<file path="config.mk">
export PLATFORM = sky130hd
export DESIGN_NAME = id_ex_buffer_flat
export DESIGN_NICKNAME = d
export VERILOG_FILES = /design/src/rtl/id_ex_buffer_pkg.sv /design/src/rtl/id_ex_buffer_if.sv /design/src/rtl/redir_hold.sv /design/src/rtl/id_ex_buffer.sv /design/src/flat_wrapper.sv
export SDC_FILE = /design/constraint.sdc
export NUM_CORES = 1
export LEC_CHECK = 0
export ABC_AREA = 1
export BUFFER_PORTS_ARGS = -buffer_cell sky130_fd_sc_hd__buf_2
export CAP_MARGIN = 5
export CORE_AREA = 2 2 182 166
export DETAILED_ROUTE_END_ITERATION = 7
export DIE_AREA = 0 0 184 168
export GPL_ROUTABILITY_DRIVEN = 0
export PLACE_DENSITY = 0.79
export REMOVE_ABC_BUFFERS = 1
export SYNTH_ARGS = -nofsm -noshare
export SYNTH_HDL_FRONTEND = slang
export SYNTH_HIERARCHICAL = 1
export SYNTH_SLANG_ARGS = --single-unit
</file>
<file path="constraint.sdc">
create_clock -name clk_i -period 12.5 [get_ports clk_i]
set_clock_uncertainty 0.15 [all_clocks]
set_input_delay 2.5 -clock clk_i [delete_from_list [all_inputs] [get_ports clk_i]]
set_output_delay 2.5 -clock clk_i [all_outputs]
set_load 0.005 [all_outputs]
</file>
<file path="src/rtl/id_ex_buffer_pkg.sv">
// Shared types for the decode->execute buffer: the decoded bundle layout and the redirect holder states.
// The pc fields are word-aligned, so the low two bits are dropped. This makes the bundle exactly 160 bits.
package id_ex_buffer_pkg;

  typedef struct packed {
    logic [3:0]  ctrl;
    logic [29:0] pc4;
    logic [29:0] pc;
    logic [31:0] imm;
    logic [31:0] rs2_val;
    logic [31:0] rs1_val;
  } id_ex_bundle_t;

  localparam int unsigned BUNDLE_W = $bits(id_ex_bundle_t);

  typedef enum logic {
    REDIR_IDLE = 1'b0,
    REDIR_PEND = 1'b1
  } redir_state_e;

endpackage

</file>
<file path="src/rtl/id_ex_buffer_if.sv">
// Decode/execute/redirect handshake bundle for id_ex_buffer.
// The master modport is the pipeline side. The slave modport is the buffer.
interface id_ex_buffer_if #(
  parameter int unsigned PAYLOAD_W = 160,
  parameter int unsigned PC_W      = 32,
  parameter int unsigned DEPTH     = 2
);
  localparam int unsigned CNT_W = $clog2(DEPTH + 1);

  logic                 in_valid_i;
  logic                 in_ready_o;
  logic [PAYLOAD_W-1:0] in_payload_i;
  logic                 flush_i;
  logic                 out_valid_o;
  logic                 out_ready_i;
  logic [PAYLOAD_W-1:0] out_payload_o;
  logic                 redir_valid_i;
  logic [PC_W-1:0]      redir_pc_i;
  logic                 redir_valid_o;
  logic [PC_W-1:0]      redir_pc_o;
  logic                 redir_ack_i;
  logic [CNT_W-1:0]     count_o;
  logic                 full_o;
  logic                 empty_o;

  modport master (
    output in_valid_i, in_payload_i, flush_i, out_ready_i,
           redir_valid_i, redir_pc_i, redir_ack_i,
    input  in_ready_o, out_valid_o, out_payload_o,
           redir_valid_o, redir_pc_o, count_o, full_o, empty_o
  );

  modport slave (
    input  in_valid_i, in_payload_i, flush_i, out_ready_i,
           redir_valid_i, redir_pc_i, redir_ack_i,
    output in_ready_o, out_valid_o, out_payload_o,
           redir_valid_o, redir_pc_o, count_o, full_o, empty_o
  );

endinterface

</file>
<file path="src/rtl/redir_hold.sv">
// Single-entry redirect holder. The pending target is visible one cycle after the request.
// It holds until fetch acks. A request that arrives together with the ack replaces the old target.
module redir_hold
  import id_ex_buffer_pkg::*;
#(
  parameter int unsigned PC_W = 32
) (
  input  logic            clk_i,
  input  logic            rst_ni,
  input  logic            redir_valid_i,
  input  logic [PC_W-1:0] redir_pc_i,
  input  logic            redir_ack_i,
  output logic            redir_valid_o,
  output logic [PC_W-1:0] redir_pc_o
);

  redir_state_e    state_q, state_d;
  logic            capture;
  logic [PC_W-1:0] pc_q;

  always_ff @(posedge clk_i or negedge rst_ni) begin
    if (!rst_ni) begin
      state_q <= REDIR_IDLE;
    end else begin
      state_q <= state_d;
    end
  end

  // First request wins while pending; only an ack in the same cycle opens the slot again.
  always_comb begin
    state_d = state_q;
    capture = 1'b0;
    unique case (state_q)
      REDIR_IDLE: begin
        if (redir_valid_i) begin
          state_d = REDIR_PEND;
          capture = 1'b1;
        end
      end
      REDIR_PEND: begin
        if (redir_ack_i) begin
          capture = redir_valid_i;
          state_d = redir_valid_i ? REDIR_PEND : REDIR_IDLE;
        end
      end
    endcase
  end

  always_ff @(posedge clk_i or negedge rst_ni) begin
    if (!rst_ni) begin
      pc_q <= '0;
    end else if (capture) begin
      pc_q <= redir_pc_i;
    end
  end

  assign redir_valid_o = (state_q == REDIR_PEND);
  assign redir_pc_o    = pc_q;

endmodule

</file>
<file path="src/rtl/id_ex_buffer.sv">
// Circular ID/EX skid buffer with flush and a side redirect holder. Output is registered, or same-cycle when BYPASS and empty.
// in_ready_o asserts when the buffer is not full or a pop happens the same cycle. Flush squashes every held and incoming bundle.
module id_ex_buffer
  import id_ex_buffer_pkg::*;
#(
  parameter int unsigned PAYLOAD_W = BUNDLE_W,
  parameter int unsigned DEPTH     = 2,
  parameter bit          BYPASS    = 1'b0,
  parameter int unsigned PC_W      = 32
) (
  input logic           clk_i,
  input logic           rst_ni,
  id_ex_buffer_if.slave bus
);

  localparam int unsigned PTR_W = $clog2(DEPTH);
  localparam int unsigned CNT_W = $clog2(DEPTH + 1);

  logic [PAYLOAD_W-1:0] mem [DEPTH];
  logic [PTR_W-1:0]     wr_ptr, rd_ptr;
  logic [CNT_W-1:0]     count;
  logic                 empty, full, byp_path;
  logic                 out_valid, out_fire, in_ready, push, pop;

  assign empty    = (count == '0);
  assign full     = (count == CNT_W'(DEPTH));
  assign byp_path = BYPASS && empty;

  always_comb begin
    out_valid = 1'b0;
    if (!bus.flush_i) begin
      out_valid = empty ? (byp_path & bus.in_valid_i) : 1'b1;
    end
  end

  assign out_fire = out_valid & bus.out_ready_i;
  assign pop      = out_fire & ~empty;
  assign in_ready = bus.flush_i | ~full | out_fire;
  // A bypassed beat consumed straight away by execute never touches storage.
  assign push     = bus.in_valid_i & in_ready & ~bus.flush_i
                  & ~(byp_path & bus.out_ready_i);

  always_ff @(posedge clk_i or negedge rst_ni) begin
    if (!rst_ni) begin
      wr_ptr <= '0;
      rd_ptr <= '0;
      count  <= '0;
    end else if (bus.flush_i) begin
      wr_ptr <= '0;
      rd_ptr <= '0;
      count  <= '0;
    end else begin
      if (push) wr_ptr <= wr_ptr + PTR_W'(1);
      if (pop)  rd_ptr <= rd_ptr + PTR_W'(1);
      if (push != pop) begin
        count <= push ? count + CNT_W'(1) : count - CNT_W'(1);
      end
    end
  end

  always_ff @(posedge clk_i) begin
    if (push) mem[wr_ptr] <= bus.in_payload_i;
  end

  assign bus.in_ready_o    = in_ready;
  assign bus.out_valid_o   = out_valid;
  assign bus.out_payload_o = byp_path ? bus.in_payload_i : mem[rd_ptr];
  assign bus.count_o       = count;
  assign bus.full_o        = full;
  assign bus.empty_o       = empty;

  redir_hold #(
    .PC_W (PC_W)
  ) u_redir_hold (
    .clk_i         (clk_i),
    .rst_ni        (rst_ni),
    .redir_valid_i (bus.redir_valid_i),
    .redir_pc_i    (bus.redir_pc_i),
    .redir_ack_i   (bus.redir_ack_i),
    .redir_valid_o (bus.redir_valid_o),
    .redir_pc_o    (bus.redir_pc_o)
  );

endmodule

</file>
<file path="src/flat_wrapper.sv">
// flat-port wrapper written by rule: the top's interface ports become plain ports
module id_ex_buffer_flat import id_ex_buffer_pkg::*;
#(
  parameter int unsigned PAYLOAD_W = BUNDLE_W,
  parameter int unsigned DEPTH     = 2,
  parameter bit          BYPASS    = 1'b0,
  parameter int unsigned PC_W      = 32
)
  (clk_i, rst_ni, bus_in_valid_i, bus_in_payload_i, bus_flush_i, bus_out_ready_i, bus_redir_valid_i, bus_redir_pc_i, bus_redir_ack_i, bus_in_ready_o, bus_out_valid_o, bus_out_payload_o, bus_redir_valid_o, bus_redir_pc_o, bus_count_o, bus_full_o, bus_empty_o);
  id_ex_buffer_if #(.PAYLOAD_W(PAYLOAD_W), .PC_W(PC_W), .DEPTH(DEPTH)) bus_i ();
  input logic clk_i;
  input logic rst_ni;
  input wire logic [$bits(bus_i.in_valid_i)-1:0] bus_in_valid_i;
  input wire logic [$bits(bus_i.in_payload_i)-1:0] bus_in_payload_i;
  input wire logic [$bits(bus_i.flush_i)-1:0] bus_flush_i;
  input wire logic [$bits(bus_i.out_ready_i)-1:0] bus_out_ready_i;
  input wire logic [$bits(bus_i.redir_valid_i)-1:0] bus_redir_valid_i;
  input wire logic [$bits(bus_i.redir_pc_i)-1:0] bus_redir_pc_i;
  input wire logic [$bits(bus_i.redir_ack_i)-1:0] bus_redir_ack_i;
  output wire logic [$bits(bus_i.in_ready_o)-1:0] bus_in_ready_o;
  output wire logic [$bits(bus_i.out_valid_o)-1:0] bus_out_valid_o;
  output wire logic [$bits(bus_i.out_payload_o)-1:0] bus_out_payload_o;
  output wire logic [$bits(bus_i.redir_valid_o)-1:0] bus_redir_valid_o;
  output wire logic [$bits(bus_i.redir_pc_o)-1:0] bus_redir_pc_o;
  output wire logic [$bits(bus_i.count_o)-1:0] bus_count_o;
  output wire logic [$bits(bus_i.full_o)-1:0] bus_full_o;
  output wire logic [$bits(bus_i.empty_o)-1:0] bus_empty_o;
  assign bus_i.in_valid_i = bus_in_valid_i;
  assign bus_i.in_payload_i = bus_in_payload_i;
  assign bus_i.flush_i = bus_flush_i;
  assign bus_i.out_ready_i = bus_out_ready_i;
  assign bus_i.redir_valid_i = bus_redir_valid_i;
  assign bus_i.redir_pc_i = bus_redir_pc_i;
  assign bus_i.redir_ack_i = bus_redir_ack_i;
  assign bus_in_ready_o = bus_i.in_ready_o;
  assign bus_out_valid_o = bus_i.out_valid_o;
  assign bus_out_payload_o = bus_i.out_payload_o;
  assign bus_redir_valid_o = bus_i.redir_valid_o;
  assign bus_redir_pc_o = bus_i.redir_pc_o;
  assign bus_count_o = bus_i.count_o;
  assign bus_full_o = bus_i.full_o;
  assign bus_empty_o = bus_i.empty_o;
  id_ex_buffer #(.PAYLOAD_W(PAYLOAD_W), .DEPTH(DEPTH), .BYPASS(BYPASS), .PC_W(PC_W)) u_core (.clk_i(clk_i), .rst_ni(rst_ni), .bus(bus_i));
endmodule
</file>
======== Yosys cells after proc, flatten, opt, wreduce, memory -nomap -nowiden ========
Memory sizes are Yosys's and may differ from the RTL's.
Cells that the tools add are included.
word-level totals
  bits in writable memories ............... 320
  word-level logic and storage cells ...... 42
  bits of input ports ..................... 199
  output and inout bits ................... 199
  bits in registers ....................... 37
  memories ................................ 1
operators by class
  bitwise gates (word level) .............. 10
  muxes and demuxes ....................... 16
  reduce and logical (&&, ||, !) cells .... 4
  equal/unequal tests ..................... 2
  add/subtract/negate cells ............... 4
memory list
  name        words  bits a word  rd ports  clocked after memory_dff  write ports  line                text
  u_core.mem  2      160          1         0                         1            id_ex_buffer.sv:19  logic [PAYLOAD_W-1:0] mem [DEPTH];
operators by type and width
  kind                                                                 count
  1-bit two-way mux                                                    11
  2-bit two-way mux                                                    3
  2-bit nonzero test                                                   3
  1-bit AND                                                            4
  1-bit inverter                                                       4
  1-bit case mux with 2 select lines                                   2
  1-bit adder (second input constant)                                  2
  2-bit by 1-bit adder with 2-bit output (second input constant)       1
  2-bit equality test (second input constant)                          1
  2-bit zero test                                                      1
  1-bit OR                                                             2
  2-bit by 1-bit subtractor with 2-bit output (second input constant)  1
  1-bit inequality test                                                1

======== Logic depth before layout (Yosys ltp) ========
  word-level depth ........................ 10
  depth in mapped cells ................... 8
  mapped depth without buffers ............ 8

======== Cells and area by module ========
The synthesis kept the hierarchy.
by module, submodules not included
  module        cells an instance  seq. area each (µm²)  times used  area each (µm²)
  id_ex_buffer  539                9709.3                1           12122.9
  redir_hold    144                825.8                 1           1347.5

======== Worst setup path after synthesis ========
No wires, ideal clock.
  path type ............................... input to register
  start ................................... input port bus_flush_i
  end ..................................... memory u_core.mem[1][0], enable pin
  slack ................................... -2.046 ns
  setup time .............................. 0.878 ns
  buffers on the path ..................... 0
  arrival time ............................ 13.519 ns
  cell stages on the path ................. 1
  cell sequence ........................... nor3_1
on the way
  cells in the longest elaborated chain, start to end .. 7
RTL lines
  item                                       line                text
  from (decl)                                flat_wrapper.sv:15  input wire logic [$bits(bus_i.flush_i)-1:0] bus_flush_i;
  1-bit two-way mux                          id_ex_buffer.sv:31  if (!bus.flush_i) begin
  1-bit AND                                  id_ex_buffer.sv:36  assign out_fire = out_valid & bus.out_ready_i;
  1-bit OR                                   id_ex_buffer.sv:38  assign in_ready = bus.flush_i | ~full | out_fire;
  1-bit AND                                  id_ex_buffer.sv:40  assign push = bus.in_valid_i & in_ready & ~bus.flush_i
  1-bit AND *                                id_ex_buffer.sv:40
  1-bit two-way mux *                        id_ex_buffer.sv:62  if (push) mem[wr_ptr] <= bus.in_payload_i;
  1-bit two-way mux (not written as such) *  id_ex_buffer.sv:62
  to (decl)                                  id_ex_buffer.sv:19
Mark *: on every way between the ends. The rest lies on a longest branch, timed or not.

======== Worst setup path after layout ========
  start ................................... input port bus_flush_i
  end ..................................... output port bus_in_ready_o
on the way
  cells in the longest elaborated chain, start to end .. 3
RTL lines
  item               line                text
  1-bit two-way mux  id_ex_buffer.sv:31
  1-bit AND          id_ex_buffer.sv:36
  1-bit OR *         id_ex_buffer.sv:38
  to (decl)          flat_wrapper.sv:20  output wire logic [$bits(bus_i.in_ready_o)-1:0] bus_in_ready_o;
Marks and branches as above.

==> flow_summary.yaml <==
synthesis:
  seq_area_frac_synth: 0.782
  ys_seq_elements: 357
  ys_warn_count: 6
  syn_area_mm2: 0.0135
  synth_cell_type_count: 19
  syn_inst: 683
  postSynthAreaPerCell_um2: 19.7
timing:
  fmax_ghz: 0.178
  finalHoldViolations: 0
  worst_slack_ns: 6.88
  holdWs_ns: 0.322
  setup_viol: 0
  maxSlewViolCount: 0
  finalCriticalPeriod_ns: 5.62
  rsz0062_at_grt: "no"
  worst_pin_slew_ns: 1.26
  finalCritPeriodShare: 0.449
  maxSlewHeadroom: 0.163
cells_and_area:
  utilization: 0.578
  finalNetCount: 1293
  most-common-layout-cells: "397 x buf_2, 320 x edfxtp_1, 82 x mux2_2, 78 x mux2_4, 78 x nand2_1"
  final_common_cell: "buf_2"
  layout-drive-gt1-share: 0.557
  design_area_mm2: 0.0169
  area_delta_synth_final_pct: 25.7
clocking:
  htree_levels: 2
  path_clk_slew_ns: 0.06
  tritoncts: "built"
  ctsHoldBuffers: 0
  cts_made_buffers: 36
  cts_setup_buffers: 0
  clockBufferDepth: 3
  root_buffer: "clkbuf_16"
  ctsResizeCount: 0
  clk_latency_ns: 0.50
  cts.sinks: 357
setup_path:
  slowest_stage: "buf_2"
  cp_max_fo: 6
  worst_setup_path_start_kind: "input port"
  max_stage_delay_ns: 0.13
  required_ns: 9.85
  critPathArrivalTime_ns: 2.97
  path_common_cell: "buf_2"
  path_buf_inv: 2
  crit_chain: "buf_2, nor2_1, nand2_2, buf_2"
  worst-setup-path-type: "input port to output pin"
  critPathTopFamily: "buffers and inverters"
  critPathCaptureType: "output pin"
routing:
  first_pass_iters: 4
  drtIter0Drc: 394
  route.detailed.drc: 0
  drt_wl_total_mm: 27.8
  vias: 7344
  wire_per_inst_um: 18.6
  ant_nets: 0
  vias_per_cell: 4.93
job:
  drv_cap: 0
pwr:
  power_leakage_nw: 6.85
  p_comb_frac: 0.126
  ir_drop_mv: 0.128
  clkPwrFrac: 0.378
  fin_total_pwr_w: 0.00282
  power.switching_w: 0.000612
  power_density_mw_per_mm2: 167
  internal-power_w: 0.00221
  seqPwrFrac: 0.496
  sw_frac_of_total: 0.217
floorplanning:
  die_area_mm2: 0.0309
  io_pins: 398
  start_util: 0.460
  coreArea_mm2: 0.0293
  die_x_um: 184
  die_y_um: 168
  num_rows: 60
placement:
  pre_cts_ws_ns: 6.88
  hpwl_mm: 18.3
  io_buffers: 397
  place_area_mm2: 0.0157
global_routing:
  grt_pass1_wl_mm: 40.8
  antenna_found_initial: 3
  track_usage: 0.171
  grt_remaining_overflow: 0
  grt_start_max_net_pins: 161
  grt_pass1_vias: 7627
status:
  status: "completed"
hold_path:
  hp-class: "register to register"
[worst paths after layout]
kind | startpoint | endpoint | slack (ns) | cells after the start
worst max-delay path | bus_flush_i | bus_in_ready_o | 6.88 | 4
worst max register to register | u_core/bus.count_o[1] | u_core/mem[0][36] | 9.31 | 8
worst min register to register | u_core/u_redir_hold/redir_pc_o[19] | u_core/u_redir_hold/redir_pc_o[19] | 0.32 | 2
worst min-delay path | u_core/u_redir_hold/redir_pc_o[19] | u_core/u_redir_hold/redir_pc_o[19] | 0.32 | 2
max in group asynchronous | rst_ni | u_core/rd_ptr | 9.61 | 1
min in group asynchronous | rst_ni | u_core/u_redir_hold/redir_pc_o[30] | 1.96 | 1
[Yosys cell counts, drive strengths merged]
cell	instances	area share
nor2	5	0.0016
nand2	82	0.024
mux2	160	0.16
dfrtp	37	0.069
buf	28	0.018
inv	9	0.0025
edfxtp	320	0.71
nor3	1	0.00037
o21ai	1	0.00037
nand3	38	0.014
nand4	2	0.00093
[metal layers]
metal / wire length (um) / up-vias / share of wire / global-route usage
li1: - / 3404 / - / -
met1: 10100 / 3537 / 0.37 / 0.187
met2: 14200 / 341 / 0.51 / 0.306
met3: 2750 / 58 / 0.099 / 0.0629
met4: 656 / 4 / 0.024 / 0.0605
met5: 22 / - / 0.00079 / 0
[cell families after synthesis]
kind of cell | share of synthesized area
compound gates | 0.000371
buf+inv | 0.0203
flops | 0.782
mux | 0.155
simple gates | 0.0417
[worst register-to-register path, stage by stage, from the launching register on]
cell	delay (ns)
dfrtp_1	0.41
inv_1	0.12
nor2_2	0.05
nand2_2	0.07
nand2_2	0.09
nor2_1	0.10
nand2_1	0.12
inv_6	0.62
buf_4	1.03
[cell type report]
cell class,instances,area (um^2)
Multi-Input combinational cell,289,2670
Antenna cell,1,2.50
Timing Repair Buffer,401,2030
Sequential cell,357,10500
Clock inverter,11,131
Inverter,9,38.8
Tap cell,372,465
Fill cell,2205,12300
Clock buffer,50,1060
[stage by stage]
stage / setup TNS, ns / std cells
final: 0 / 1490
after global routing: 0 / 1490
after CTS: 0 / 1489
after detailed placement: 0 / 1428
after global placement: 0 / 1428
after floorplan: -327.44 / 655
[power groups by stage]
stage / sequential (W) / combinational, W / clock [W]
2_1_floorplan: 0.00145 / 0.000208 / 0
3_3_place_gp: 0.00142 / 0.000354 / 0
3_5_place_dp: 0.00142 / 0.000360 / 0
4_1_cts: 0.00140 / 0.000361 / 0.00109
5_1_grt: 0.00140 / 0.000385 / 0.00114
6_report: 0.00140 / 0.000357 / 0.00106
[registers in the layout, summed over array words and instances (netlist names)]
signal,cells
u_core/mem,320
u_core/u_redir_hold/redir_pc_o,32
u_core/bus.count_o,2
u_core/rd_ptr,1
u_core/u_redir_hold/redir_valid_o,1
u_core/wr_ptr,1
No activity file was read; power rests on OpenSTA's default activity.
